$ cat src/rtl/ramp_dac_spi.sv
// Serialises 16-bit ramp samples to an SPI DAC (mode 0, MSB first) through a
// single-sample handshake buffer; samples offered mid-frame are dropped and counted.
module ramp_dac_spi #(
  parameter int DATA_W  = 16,
  parameter int CLK_DIV = 4,
  parameter int CNT_W   = 8
) (
  input  logic              clk,
  input  logic              rst_n,
  input  logic [DATA_W-1:0] sample_in,
  input  logic              sample_valid,
  output logic              sample_ready,
  output logic              dac_cs_n,
  output logic              dac_sclk,
  output logic              dac_mosi,
  output logic              busy,
  output logic [CNT_W-1:0]  overrun_cnt
);

  localparam int DIV_W = (CLK_DIV > 1) ? $clog2(CLK_DIV) : 1;
  localparam int BIT_W = $clog2(DATA_W);
  localparam logic [DIV_W-1:0] DIV_LAST = DIV_W'(CLK_DIV - 1);
  localparam logic [DIV_W-1:0] DIV_ONE  = DIV_W'(1);
  localparam logic [BIT_W-1:0] BIT_LAST = BIT_W'(DATA_W - 1);
  localparam logic [BIT_W-1:0] BIT_ONE  = BIT_W'(1);
  localparam logic [CNT_W-1:0] OVR_MAX  = {CNT_W{1'b1}};
  localparam logic [CNT_W-1:0] OVR_ONE  = CNT_W'(1);

  typedef enum logic [1:0] {
    IDLE  = 2'd0,
    SETUP = 2'd1,
    SHIFT = 2'd2,
    GAP   = 2'd3
  } state_t;

  state_t              state_r;
  logic [DIV_W-1:0]    div_r;
  logic [BIT_W-1:0]    bit_r;
  // Holds the bits not yet presented on mosi, next one at the MSB.
  logic [DATA_W-1:0]   shift_r;
  logic                cs_n_r;
  logic                sclk_r;
  logic                mosi_r;
  logic                ready_r;
  logic [CNT_W-1:0]    ovr_r;

  logic div_end_s;
  logic accept_s;
  logic drop_s;

  assign div_end_s = (div_r == DIV_LAST);
  assign accept_s  = sample_valid & ready_r;
  assign drop_s    = sample_valid & ~ready_r;

  // Frame sequencer: IDLE -> SETUP -> SHIFT (DATA_W sclk periods) -> GAP -> IDLE.
  always_ff @(posedge clk or negedge rst_n) begin
    if (!rst_n) begin
      state_r <= IDLE;
      div_r   <= {DIV_W{1'b0}};
      bit_r   <= {BIT_W{1'b0}};
      shift_r <= {DATA_W{1'b0}};
      cs_n_r  <= 1'b1;
      sclk_r  <= 1'b0;
      mosi_r  <= 1'b0;
      ready_r <= 1'b1;
    end else begin
      case (state_r)
        IDLE: begin
          if (accept_s) begin
            state_r <= SETUP;
            shift_r <= {sample_in[DATA_W-2:0], 1'b0};
            mosi_r  <= sample_in[DATA_W-1];
            cs_n_r  <= 1'b0;
            ready_r <= 1'b0;
            div_r   <= {DIV_W{1'b0}};
          end else begin
            cs_n_r  <= 1'b1;
            sclk_r  <= 1'b0;
            mosi_r  <= 1'b0;
            ready_r <= 1'b1;
          end
        end
        SETUP: begin
          if (div_end_s) begin
            state_r <= SHIFT;
            sclk_r  <= 1'b1;
            div_r   <= {DIV_W{1'b0}};
            bit_r   <= {BIT_W{1'b0}};
          end else begin
            div_r <= div_r + DIV_ONE;
          end
        end
        SHIFT: begin
          if (!div_end_s) begin
            div_r <= div_r + DIV_ONE;
          end else begin
            div_r <= {DIV_W{1'b0}};
            if (sclk_r) begin
              // Falling sclk: advance mosi, except after the last bit where it holds.
              sclk_r <= 1'b0;
              if (bit_r != BIT_LAST) begin
                mosi_r  <= shift_r[DATA_W-1];
                shift_r <= {shift_r[DATA_W-2:0], 1'b0};
              end
            end else if (bit_r == BIT_LAST) begin
              state_r <= GAP;
              cs_n_r  <= 1'b1;
              mosi_r  <= 1'b0;
            end else begin
              bit_r  <= bit_r + BIT_ONE;
              sclk_r <= 1'b1;
            end
          end
        end
        GAP: begin
          if (div_end_s) begin
            state_r <= IDLE;
            ready_r <= 1'b1;
            div_r   <= {DIV_W{1'b0}};
          end else begin
            div_r <= div_r + DIV_ONE;
          end
        end
        default: begin
          state_r <= IDLE;
          div_r   <= {DIV_W{1'b0}};
          cs_n_r  <= 1'b1;
          sclk_r  <= 1'b0;
          mosi_r  <= 1'b0;
          ready_r <= 1'b1;
        end
      endcase
    end
  end

  // Saturating count of samples offered while not ready.
  always_ff @(posedge clk or negedge rst_n) begin
    if (!rst_n) begin
      ovr_r <= {CNT_W{1'b0}};
    end else if (drop_s && (ovr_r != OVR_MAX)) begin
      ovr_r <= ovr_r + OVR_ONE;
    end else begin
      ovr_r <= ovr_r;
    end
  end

  assign sample_ready = ready_r;
  assign busy         = ~ready_r;
  assign dac_cs_n     = cs_n_r;
  assign dac_sclk     = sclk_r;
  assign dac_mosi     = mosi_r;
  assign overrun_cnt  = ovr_r;

endmodule
$ cat config.mk
export PLATFORM = sky130hd
export DESIGN_NAME = ramp_dac_spi
export DESIGN_NICKNAME = d
export VERILOG_FILES = /design/src/rtl/ramp_dac_spi.sv
export SDC_FILE = /design/constraint.sdc
export NUM_CORES = 1
export LEC_CHECK = 0
export CAP_MARGIN = 20
export CORE_MARGIN = 2
export CORE_UTILIZATION = 35
export CTS_BUF_LIST = sky130_fd_sc_hd__clkbuf_16
export DETAILED_ROUTE_END_ITERATION = 16
export GPL_TIMING_DRIVEN = 0
export PLACE_DENSITY_LB_ADDON = 0.08
export SETUP_SLACK_MARGIN = 0.3
export SYNTH_ARGS = -nofsm -noshare
export SYNTH_HDL_FRONTEND = slang
export SYNTH_SLANG_ARGS = --single-unit
$ cat constraint.sdc
create_clock -name clk -period 2.2 [get_ports clk]
set_input_delay 0.22 -clock clk [delete_from_list [all_inputs] [get_ports clk]]
set_output_delay 0.22 -clock clk [all_outputs]
set_load 0.1 [all_outputs]
==> impl_metrics.toml <==
[route]
drtAntennaViolNets = 0
drtIter0Drc = 99
first_pass_iters = 6
vias = 1785
drc = 0
wire_per_inst_um = 15.2
drt-total-wl_mm = 4.93
via_per_inst = 5.49

[global_routing]
grt_pass1_vias = 1717
antenna_found_initial = 0
grt_max_degree = 36
grt_usage_pct = 16.9
overflow = 0
grt_pass1_wl_mm = 8.54

[setup_path]
crit_slowest_cell = "dlygate4sd2_1"
crit_buf_inv = 1
cp_num_cells = 1
r2r_cells = 5
cp_cell_sequence = "dlygate4sd2_1"
cp_max_fo = 3
cp.arrival_ns = 1.66
start_kind = "flip-flop"
crit_family = "buffers and inverters"
cp-end-kind = "output pin"
required_ns = 1.98
cpPeakStageDelay_ns = 0.85
criticalPathCategory = "reg -> out"

[floorplanning]
rows = 27
ios = 32
core_mm2 = 0.00554
die_h_um = 80.1
die_w_um = 80.1
die_area_mm2 = 0.00641
initial_core_util_pct = 36.5

[placement]
dp.cells = 313
port_buffers = 31
post-place-ws_ns = 0.213
dpl.hpwl_mm = 3.42
place.gp.congestion = 0.755

[timing]
worst_slack_ns = 0.322
drv_slew = 0
rsz0062_at_grt = "true"
tns_ns = 0
holdWs_ns = 0.0267
skew_ns = 0.00504
tightest_slew_ns = 0.962
fmax_mhz = 532
finalSetupViolations = 0
relSlewSlack_pct = 36.1
post-route-min-period_ns = 1.88
hold_viol_final = 0
fin_crit_sh_pct = 85.4

[power]
vdd_drop_max_mv = 0.228
p_leak_nw = 1.18
p_per_area_mw_per_mm2 = 516

[cells_and_area]
final_cells = 325
fill_cells = 564
nets = 278
drive_gt1_share_pct = 19.8
finish.utilization_pct = 47.9
areaGrowthSynthToFinish_pct = 31.0
mostFrequentLayoutCell = "dfrtp_1"
mostFrequentLayoutCells = "dfrtp_1 (27), inv_1 (26), clkdlybuf4s50_1 (17), a211oi_1 (16), o22ai_1 (14)"
diodes = 0

[synthesis]
syn_area_per_cell_um2 = 9.64
ys_seq_area_share_pct = 43.4
synth_seq_cells = 35
yosys_warnings = 0
syn_inst = 210
synth-edff-count = 0
synth_cell_type_count = 47
synth_ff_type = "dfrtp_1"
synthesis.area_mm2 = 0.00202
synthArstFlopShare_pct = 100
synth.net_count = 236

[status]
status = "completed"

[flow_run]
maxCapViolations = 0

[clock_network]
cts.sinks = 35
root_buffer = "clkbuf_16"
clk_pin_slew_worst_paths_ns = 0.06
cts.htree.levels = 2
cts.path.max_buffers = 2
clock_latency_ns = 0.28
cts_tree = "done"
cts_buffers = 5

[hold_path]
hold_path_class = "in -> async"
-- synthesized netlist by cell type (all sizes together), types with 2 or more instances --
cell type  count  area [um^2]
dfstp          2         52.6
clkbuf         3         11.3
nand2         12         45.0
xnor2          2         17.5
nand3          7         40.0
nand4b         2         17.5
a31oi          2         12.5
a211oi        16          120
nor2           4         15.0
mux2           4         45.0
xor2           3         26.3
and3           4         25.0
ha             7         87.6
buf            8         42.5
or3            2         12.5
a21oi          7         35.0
o22ai         14         87.6
o21ai          6         30.0
dfrtp         33          826
mux2i          3         30.0
nor4          15         93.8
and4           2         17.5
nor2b          4         25.0
a2bb2oi        2         23.8
o221a          2         22.5
o211ai         2         15.0
inv           26         97.6
-- where the power goes --
part | total, mW | leakage, nW | internal, mW | switching, mW
Clock | 0.665 | 0.0701 | 0.407 | 0.258
Sequential | 0.647 | 0.452 | 0.645 | 0.00128
Combinational | 0.0583 | 0.658 | 0.0300 | 0.0283
Total | 1.37 | 1.18 | 1.08 | 0.287
-- registers in the layout, indices dropped and copies added (netlist names) --
name / cells
dac_sclk: 1
dac_mosi: 1
shift_r: 15
overrun_cnt: 8
state_r: 2
dac_cs_n: 1
div_r: 2
bit_r: 4
sample_ready: 1
-- timing repair --
action                                 in CTS  in global routing
buffers inserted                            2                  2
hold buffers                                0                  0
pin swaps                                   1                  1
setup endpoints to repair                  15                 14
endpoints found under the hold margin       0                  0
resized for setup                          16                 17
-- area by class of cell --
cell class / instances / area [um^2] / area share, %
Buffer: 11 / 57.6 / 2.17
Tap cell: 72 / 90.1 / 3.40
Clock inverter: 3 / 11.3 / 0.425
Inverter: 26 / 97.6 / 3.68
Clock buffer: 5 / 125 / 4.72
Multi-Input combinational cell: 138 / 1070 / 40.3
Sequential cell: 35 / 886 / 33.4
Timing Repair Buffer: 35 / 317 / 11.9
-- stage by stage --
stage / total power [mW] / area (um^2)
finish: 1.37 / 2650
global route: 1.43 / 2650
CTS: 1.39 / 2580
detailed placement: 0.718 / 2430
global placement: 0.719 / 2430
floorplan: 0.668 / 2030
-- layer usage --
| metal | GRT usage [%] | part of all wire (%) | up-vias |
|---|---|---|---|
| li1 | - | - | 877 |
| met1 | 23.5 | 48 | 859 |
| met2 | 26.5 | 47 | 42 |
| met3 | 3.71 | 4.3 | 7 |
| met4 | 4.58 | 0.93 | 0 |
| met5 | 0 | 0 | - |
-- cell families after synthesis --
family | count (synthesis) | synth area share, %
compound gates | 63 | 23.0
flops | 35 | 43.4
fa+ha+maj | 7 | 4.33
simple gates | 56 | 15.9
buf+inv | 37 | 7.48
mux | 7 | 3.71
xor+xnor | 5 | 2.16
-- final timing paths --
kind                            start        endpoint  slack (ns)
setup / recovery             dac_cs_n        dac_cs_n        0.32
hold / removal                  rst_n  overrun_cnt[5]        0.03
setup reg to reg           state_r[0]      state_r[1]        0.37
hold reg to reg              div_r[0]        div_r[0]        0.49
max in group asynchronous       rst_n      state_r[1]        1.61
min in group clk             div_r[0]        div_r[0]        0.49
(Power assumes the default switching activity.)
